===== config.mk =====
export PLATFORM = sky130hd
export DESIGN_NAME = mem_stream_reader
export DESIGN_NICKNAME = d
export VERILOG_FILES = /design/src/rtl/mem_stream_reader.sv
export SDC_FILE = /design/constraint.sdc
export NUM_CORES = 1
export LEC_CHECK = 0
export ABC_AREA = 1
export BUFFER_PORTS_ARGS = -buffer_cell sky130_fd_sc_hd__buf_2
export CAP_MARGIN = 20
export CORE_MARGIN = 3
export CORE_UTILIZATION = 48
export CTS_CLUSTER_DIAMETER = 50
export DETAILED_ROUTE_END_ITERATION = 10
export PLACE_DENSITY_LB_ADDON = 0.25
export SETUP_SLACK_MARGIN = 0.2
export SKIP_CTS_REPAIR_TIMING = 1
export SYNTH_ARGS = -nofsm -noshare
export SYNTH_HDL_FRONTEND = slang
export SYNTH_SLANG_ARGS = --single-unit

===== constraint.sdc =====
create_clock -name clock -period 4.4 [get_ports clock]
set_clock_uncertainty 0.2 [all_clocks]
set_input_delay 0.22 -clock clock [delete_from_list [all_inputs] [get_ports clock]]
set_output_delay 0.22 -clock clock [all_outputs]
set_load 0.01 [all_outputs]

===== src/rtl/mem_stream_reader.sv =====
// Sequential reader for the dual-port spectrum buffer. It issues R0 reads and streams the
// returned words out over ready/valid, using a 2-entry skid FIFO to absorb backpressure.
module mem_stream_reader #(
   parameter int ADDR_W = 9,
   parameter int DATA_W = 32
) (
   input  logic              clock,
   input  logic              reset,
   input  logic              start,
   input  logic [ADDR_W-1:0] base_addr,
   input  logic [ADDR_W:0]   length,
   output logic              busy,
   output logic              done,
   output logic [ADDR_W-1:0] mem_addr,
   output logic              mem_en,
   input  logic [DATA_W-1:0] mem_data,
   output logic              out_valid,
   input  logic              out_ready,
   output logic [DATA_W-1:0] out_data,
   output logic              out_last
);

   typedef enum logic [1:0] {IDLE, RUN, DRAIN} state_t;

   localparam logic [ADDR_W:0] ONE = 1;

   state_t                   state, state_nxt;
   logic [ADDR_W-1:0]        base_q, addr_q, rd_addr;
   logic [ADDR_W:0]          len_q, rd_cnt;
   logic                     inflight, inflight_last, done_q;
   logic [1:0][DATA_W-1:0]   fifo_data;
   logic [1:0]               fifo_last;
   logic                     wr_ptr, rd_ptr;
   logic [1:0]               fifo_count;
   logic [2:0]               occ;
   logic                     accept, pop, issue, issue_last;

   assign accept     = (state == IDLE) && start && (length != '0);
   assign out_valid  = (fifo_count != 2'd0);
   assign pop        = out_valid && out_ready;
   assign rd_addr    = base_q + rd_cnt[ADDR_W-1:0];
   // Slots committed once this edge settles; counting the pop this cycle keeps
   // one beat per cycle under full readiness without ever overfilling the FIFO.
   assign occ        = {1'b0, fifo_count} + {2'b0, inflight} - {2'b0, pop};
   assign issue      = (state == RUN) && (occ < 3'd2);
   assign issue_last = issue && (rd_cnt == len_q - ONE);

   assign mem_en   = issue;
   assign mem_addr = issue ? rd_addr : addr_q;
   assign out_data = fifo_data[rd_ptr];
   assign out_last = out_valid && fifo_last[rd_ptr];
   assign busy     = (state != IDLE);
   assign done     = done_q;

   always_comb begin
      state_nxt = state;
      case (state)
         IDLE:    if (accept) state_nxt = RUN;
         RUN:     if (issue_last) state_nxt = DRAIN;
         DRAIN:   if (pop && out_last) state_nxt = IDLE;
         default: state_nxt = IDLE;
      endcase
   end

   always_ff @(posedge clock or posedge reset) begin
      if (reset) begin
         state         <= IDLE;
         base_q        <= '0;
         len_q         <= '0;
         rd_cnt        <= '0;
         addr_q        <= '0;
         inflight      <= 1'b0;
         inflight_last <= 1'b0;
         done_q        <= 1'b0;
      end else begin
         state         <= state_nxt;
         inflight      <= issue;
         inflight_last <= issue_last;
         done_q        <= ((state == IDLE) && start && (length == '0)) || (pop && out_last);
         if (accept) begin
            base_q <= base_addr;
            len_q  <= length;
            rd_cnt <= '0;
         end else if (issue) begin
            rd_cnt <= rd_cnt + ONE;
            addr_q <= rd_addr;
         end
      end
   end

   // Return data lands one cycle after the read; inflight marks that cycle.
   always_ff @(posedge clock or posedge reset) begin
      if (reset) begin
         fifo_data  <= '0;
         fifo_last  <= '0;
         wr_ptr     <= 1'b0;
         rd_ptr     <= 1'b0;
         fifo_count <= 2'd0;
      end else begin
         if (inflight) begin
            fifo_data[wr_ptr] <= mem_data;
            fifo_last[wr_ptr] <= inflight_last;
            wr_ptr            <= ~wr_ptr;
         end
         if (pop) rd_ptr <= ~rd_ptr;
         fifo_count <= fifo_count + {1'b0, inflight} - {1'b0, pop};
      end
   end

endmodule


==> results of run 1 <==
-- how the worst min path moves through the flow --
stage            startpoint   endpoint  depth (start not counted)
6_report          addr_q[6]  addr_q[6]                          2
3_3_place_gp   base_addr[2]  base_q[2]                          3
4_1_cts        base_addr[0]  base_q[0]                          3
3_5_place_dp   base_addr[0]  base_q[0]                          3
5_1_grt           addr_q[8]  addr_q[8]                          2
2_1_floorplan  base_addr[0]  base_q[0]                          2
-- per-layer routing --
metal | share of wire (%) | global-route usage, % | up-vias
met3 | 4.2 | 4.65 | 18
met1 | 44 | 26.0 | 2361
met4 | 1.7 | 7.52 | 0
met5 | 0 | 0 | -
li1 | - | - | 2572
met2 | 50 | 35.1 | 117
-- cell type report --
| class | instances | area share (%) |
|---|---|---|
| Tap cell | 140 | 2.37 |
| Sequential cell | 113 | 38.2 |
| Multi-Input combinational cell | 494 | 32.1 |
| Timing Repair Buffer | 159 | 15.1 |
| Clock buffer | 19 | 6.12 |
| Inverter | 85 | 4.38 |
| Clock inverter | 12 | 1.81 |
-- where the power goes --
| part | switching, mW | internal, mW | total, mW |
|---|---|---|---|
| clock network | 0.480 | 0.860 | 1.34 |
| registers | 0.291 | 1.51 | 1.80 |
| logic | 1.47 | 0.892 | 2.36 |
-- state kept, by name, indices dropped and copies added, names as in the netlist --
signal and count:
base_q 9, len_q 10, state 2, done 1, fifo_count 2, addr_q 9
wr_ptr 1, fifo_last 2, rd_ptr 1, fifo_data 64, rd_cnt 10, inflight_last 1
inflight 1
-- synth_stat cells (all sizes together) --
library cell  number  share of area (%)
nand2            283                 19
dfrtp            113                 50
o21ai            100                8.9
inv               84                5.6
nor2              27                2.2
nand3             25                2.4
a21oi             17                1.6
clkbuf            17                1.1
ha                12                2.7
buf               11                1.1
nand4              9                1.0
xor2               6               0.93
xnor2              4               0.62
nor3               3               0.75
fa                 2               0.71
nand3b             2               0.27
nor4               2               0.22
and2               1               0.11
clkinv             1              0.066
or2                1               0.11
-- tightest hold or removal path, delay by kind of cell, from the launching register on --
| family | cells | cell delay [ps] |
|---|---|---|
| flops | 1 | 320 |
| compound gates | 1 | 60 |
| simple gates | 1 | 50 |
-- kinds of logic after synthesis --
| logic type | count (synthesis) |
|---|---|
| simple gates | 353 |
| buf+inv | 113 |
| flops | 113 |
| compound gates | 117 |
| fa+ha+maj | 14 |
| xor+xnor | 10 |
-- through the flow --
| step | setup slack [ps] | utilization, % | cell area (um^2) | hold slack, ps |
|---|---|---|---|---|
| 2_1_floorplan | 993 | - | 5650 | 130 |
| 3_3_place_gp | 1370 | 55.6 | 6220 | 216 |
| 3_5_place_dp | 1220 | 55.6 | 6220 | 218 |
| 4_1_cts | 818 | 60.9 | 6800 | -209 |
| 5_1_grt | 619 | 66.3 | 7400 | 302 |
| 6_report | 870 | 66.3 | 7400 | 273 |
==> metrics.md, run 1 <==
| Metric | Value |
|---|---|
| Status | `completed` |
| Static Leak | `4.00 nW` |
| WL/cell | `13.2 um` |
| Sequential share of the synthesized area | `50.1%` |
| Root buffer cell | `clkbuf_16` |
| Crit path cell chain | `nor2_1 -> inv_1 -> nand2_1 -> inv_1 -> ha_1 -> inv_1 -> ha_1 -> inv_1 -> fa_1 -> inv_1 -> nor2_4 -> nand2_4 -> inv_4 -> nand2_1 -> o21ai_0 -> buf_2` |
| Initial antenna violation count | `0` |
| Hold Crit Class | `flop to flop` |
| R2R Setup Slk | `1180 ps` |
| WP buf/inv | `7` |
| Power density cells | `742 mW/mm^2` |
| Post-Synth XOR/XNOR Area | `1.55%` |
| Synth Area per Inst | `7.84 um^2` |
| Worst slew pin tran | `899 ps` |
| Fin crit period | `3530 ps` |
| Total power | `5.50 mW` |
| Share of layout cells above drive strength 1 | `19.0%` |
| Die Wd | `114 um` |
| Crit-path max FO | `25` |
| Largest family of logic cells by synthesized area | `simple AND/OR/NAND/NOR gates` |
| First-pass GRT wire length | `21800 um` |
| Port buffer count | `100` |
| RSZ-0062 raised after global routing | `no` |
| H-tree Lvls | `4` |
| Die ar. | `0.0131 mm^2` |
| CTS tree | `built` |
| WP depth | `16` |
| Placed instance count | `934` |
| Vias post-DR | `5068` |
| Io pins | `101` |
| Crit Path Category | `flop to output port` |
| Final Cycle Share | `80.2%` |
| Origin of the critical flop-to-flop path | `fifo_count[1]` |
| CTS clk-pin slew, worst paths | `50 ps` |
| Post-synthesis adder-cell area fraction | `3.37%` |
| ANT cells | `0` |
| Post-DP HPWL | `8380 um` |
| Multiplexer share of the synthesized area | `0%` |
| Commonest non-fill, non-tap cell in the layout | `nand2_1` |
| Cell Area, Synth | `0.00565 mm^2` |
| Startpoint types | `flop` |
| Seq. cell area | `0.00283 mm^2` |
| Synth Area in Simple Gates | `26.6%` |
| Number of synthesis warnings | `0` |
| R2R cell count | `18` |
| Nets | `939` |
| R2R Path End | `rd_cnt[8]` |
| CP top delay family | `adder cells` |
| Drt via density | `4.96` |
| Core area | `0.0112 mm^2` |
| Max Slew Vio Count | `0` |
| Clock Sink Count | `113` |
| Worst EP arrival | `3110 ps` |
| Deepest clock path buffer count | `2` |
| DRT antenna net count | `0` |
| Worst setup EP type | `output port` |
| Origin of the worst setup path | `fifo_count[1]` |
| Syn-to-layout area delta | `31.1%` |
| CP peak stage delay | `470 ps` |
| Number of synthesized register bits | `113` |
| Die height | `114 um` |
| Fmax | `283 MHz` |
| Req. time, crit path | `3980 ps` |
| # rows | `38` |
| Total GRT Usage | `20.7%` |
| Vias in the first global route | `4818` |
| Syn_nets | `789` |
| Worst path most repeated cell | `inv_1` |
| Fillers | `908` |
| 1st-pass router iterations | `5` |
| Final hold vios | `0` |
| CTS Buf Count | `17` |
| Max cap viols | `0` |
| Post-route DRC | `0` |
| Gate count of the mapped netlist | `720` |
| RD Place Congestion | `0.831` |
| Initial core utilization | `50.5%` |
| Setup crit end | `mem_addr[3]` |
| CP max stage cell | `fa_1` |
| Worst relative slew slack | `40.1%` |
| Routed wire length | `13500 um` |
| Peak VDD IR | `0.000484 V` |
| # setup viols final | `0` |
| Largest net degree at the start of global routing | `74` |
| Area occupied by multi-input gates | `0.00237 mm^2` |
| Yosys cell types | `34` |
| Fin cells | `1022` |
| Worst skew pair latency | `410 ps` |
| Post-Route Setup TNS | `0 ps` |
| Initial drt markers | `359` |
| Most frequent cells in the layout | `nand2_1, dfrtp_1, buf_2, o21ai_0, inv_1` |
| Global route overflow | `0` |
| Post-synthesis compound-gate area fraction | `10.5%` |
(Power assumes the default switching activity.)
==> inputs of run 2 (changes only) <==
==> constraint.sdc (replaced) <==
create_clock -name clock -period 3.1 [get_ports clock]
set_clock_uncertainty 0.2 [all_clocks]
set_input_delay 0.155 -clock clock [delete_from_list [all_inputs] [get_ports clock]]
set_output_delay 0.155 -clock clock [all_outputs]
set_load 0.01 [all_outputs]
==> metrics.md, run 2 (same netlist as run 1, synthesis figures left out) <==
| Metric | Value |
|---|---|
| RD Place Congestion | `0.836` |
| Biggest regs | `fifo_data x64, len_q x10, rd_cnt x10` |
| Most frequent cells in the layout | `nand2_1, dfrtp_1, buf_2, inv_1, o21ai_0` |
| Max Slew Vio Count | `0` |
| Fillers | `854` |
| Vias in the first global route | `4708` |
| Nets | `959` |
| CTS clk-pin slew, worst paths | `60 ps` |
| Worst relative slew slack | `38.7%` |
| Worst setup margin | `-111 ps` |
| Most flop-heavy register | `fifo_data` |
| Initial antenna violation count | `0` |
| Largest net degree at the start of global routing | `59` |
| Io pins | `101` |
| Hold Crit Class | `input pin to flop` |
| Static Leak | `4.13 nW` |
| 1st-pass router iterations | `5` |
| Max reg flops | `64` |
| Worst setup EP type | `output port` |
| Worst path most repeated cell | `inv_2` |
| DRT antenna net count | `0` |
| Peak VDD IR | `0.000751 V` |
| Final Util | `69.4%` |
| Max cap viols | `0` |
| Startpoint types | `flop` |
| Post-route DRC | `0` |
| Worst hold path cell count | `6` |
| RSZ-0062 raised after global routing | `yes` |
| Sw Share | `40.6%` |
| Clock Sink Count | `113` |
| Port buffer count | `100` |
| Die Wd | `114 um` |
| Area occupied by multi-input gates | `0.00252 mm^2` |
| ANT cells | `0` |
| Routed wire length | `14100 um` |
| Deepest clock path buffer count | `2` |
| H-tree Lvls | `4` |
| Core area | `0.0112 mm^2` |
| Drt via density | `5.02` |
| # setup viols final | `9` |
| WL/cell | `13.5 um` |
| Crit path cell chain | `nor2_2 -> inv_2 -> nand2_2 -> inv_2 -> ha_4 -> inv_2 -> ha_4 -> inv_2 -> fa_1 -> inv_2 -> nor2_4 -> nand2_8 -> clkbuf_16 -> nand2_2 -> o21ai_1 -> buf_2` |
| Initial drt markers | `372` |
| Power density cells | `1100 mW/mm^2` |
| Global route overflow | `0` |
| Violated checks | `negative setup slack` |
| Syn-to-layout area delta | `37.3%` |
| Internal power | `5.04 mW` |
| Seq. cell area | `0.00283 mm^2` |
| Worst skew pair latency | `410 ps` |
| Vias post-DR | `5239` |
| # rows | `38` |
| Post-Route Setup TNS | `-810 ps` |
| Req. time, crit path | `2740 ps` |
| First-pass GRT wire length | `21500 um` |
| Die ar. | `0.0131 mm^2` |
| CP top delay family | `adder cells` |
| Share of layout cells above drive strength 1 | `23.8%` |
| CP peak stage delay | `550 ps` |
| Worst EP arrival | `2860 ps` |
| CTS Buf Count | `17` |
| Crit Path Category | `flop to output port` |
| Total GRT Usage | `20.7%` |
| CTS tree | `built` |
| Fin crit period | `3210 ps` |
| R2R cell count | `19` |
| Final Cycle Share | `104%` |
| Fmax | `311 MHz` |
| Pre-CTS WS | `135 ps` |
| Commonest non-fill, non-tap cell in the layout | `nand2_1` |
| Initial core utilization | `50.5%` |
| Clock network fraction of total power | `21.8%` |
| Die height | `114 um` |
| Sequential power share | `30.5%` |
| Crit-path max FO | `8` |
| Gate power share | `47.8%` |
| WP buf/inv | `7` |
| Total net switching power | `3.45 mW` |
| WP depth | `16` |
| Post-DP HPWL | `8680 um` |
| Worst slew pin tran | `917 ps` |
| Root buffer cell | `clkbuf_16` |
| Status | `finished with violations` |
| CP max stage cell | `fa_1` |
| Final hold vios | `0` |
## run 2: cell types whose count changed in the layout (fill, tap and decap cells not counted), moves of 4 or more
cell      previous run  this run
buf_4                2        15
buf_6                0         7
clkbuf_1             0         4
inv_1               78        73
inv_2                4         9
nand2_1            271       258
nand2_2             10        16
nand2_4              2         8
o21ai_0             80        73
o21ai_2              1         8
## run 2: path summary, 6_finish.rpt
path / startpoint / slack (ps) / to
worst min-delay path: out_ready / 200 / fifo_count[0]
min in group asynchronous: reset / 290 / base_q[7]
worst max register to register: fifo_count[0] / 10 / rd_cnt[9]
worst max-delay path: fifo_count[0] / -110 / mem_addr[3]
worst min register to register: fifo_data[63] / 280 / fifo_data[63]
max in group asynchronous: reset / 1650 / fifo_data[15]
## run 2: per-layer routing
layer / wire length, um / GRT usage [%] / share of wire [%]
met2: 7260 / 34.5 / 51
met4: 208 / 7.28 / 1.5
met5: 0 / 0 / 0
met1: 5950 / 25.8 / 42
met3: 683 / 5.87 / 4.8
## run 2: power by group through the flow
stage	Sequential (mW)	Clock, mW	Combinational (mW)
after floorplan	2.45	0	2.32
after global routing	2.68	1.95	4.57
after global placement	2.54	0	3.16
final	2.59	1.85	4.06
after CTS	2.55	1.88	3.28
after detailed placement	2.57	0	3.26
## run 2: cell type report
class	count	share of cell area, %
multi-input cells	494	32.5
well taps	140	2.26
clock inverters	10	1.44
repair buffers	179	17.1
inverters	85	4.33
flip-flops and latches	113	36.5
clock buffers	22	5.86
## run 2: stage by stage
stage                     area [um^2]  cells  power, mW  hold slack [ps]
after detailed placement         6290    942       5.83              160
after global placement           6290    942       5.70              149
after global routing             7750   1043       9.20              222
final                            7750   1043       8.49              197
after floorplan                  5650    720       4.77             64.6
after CTS                        6860    974       7.71             -274
## run 2: tightest hold or removal path: cells and delay by family
family | cells | cell delay, ps
adders and majority gates | 2 | 330
buffers and inverters | 3 | 220
and+or+nand+nor | 1 | 60
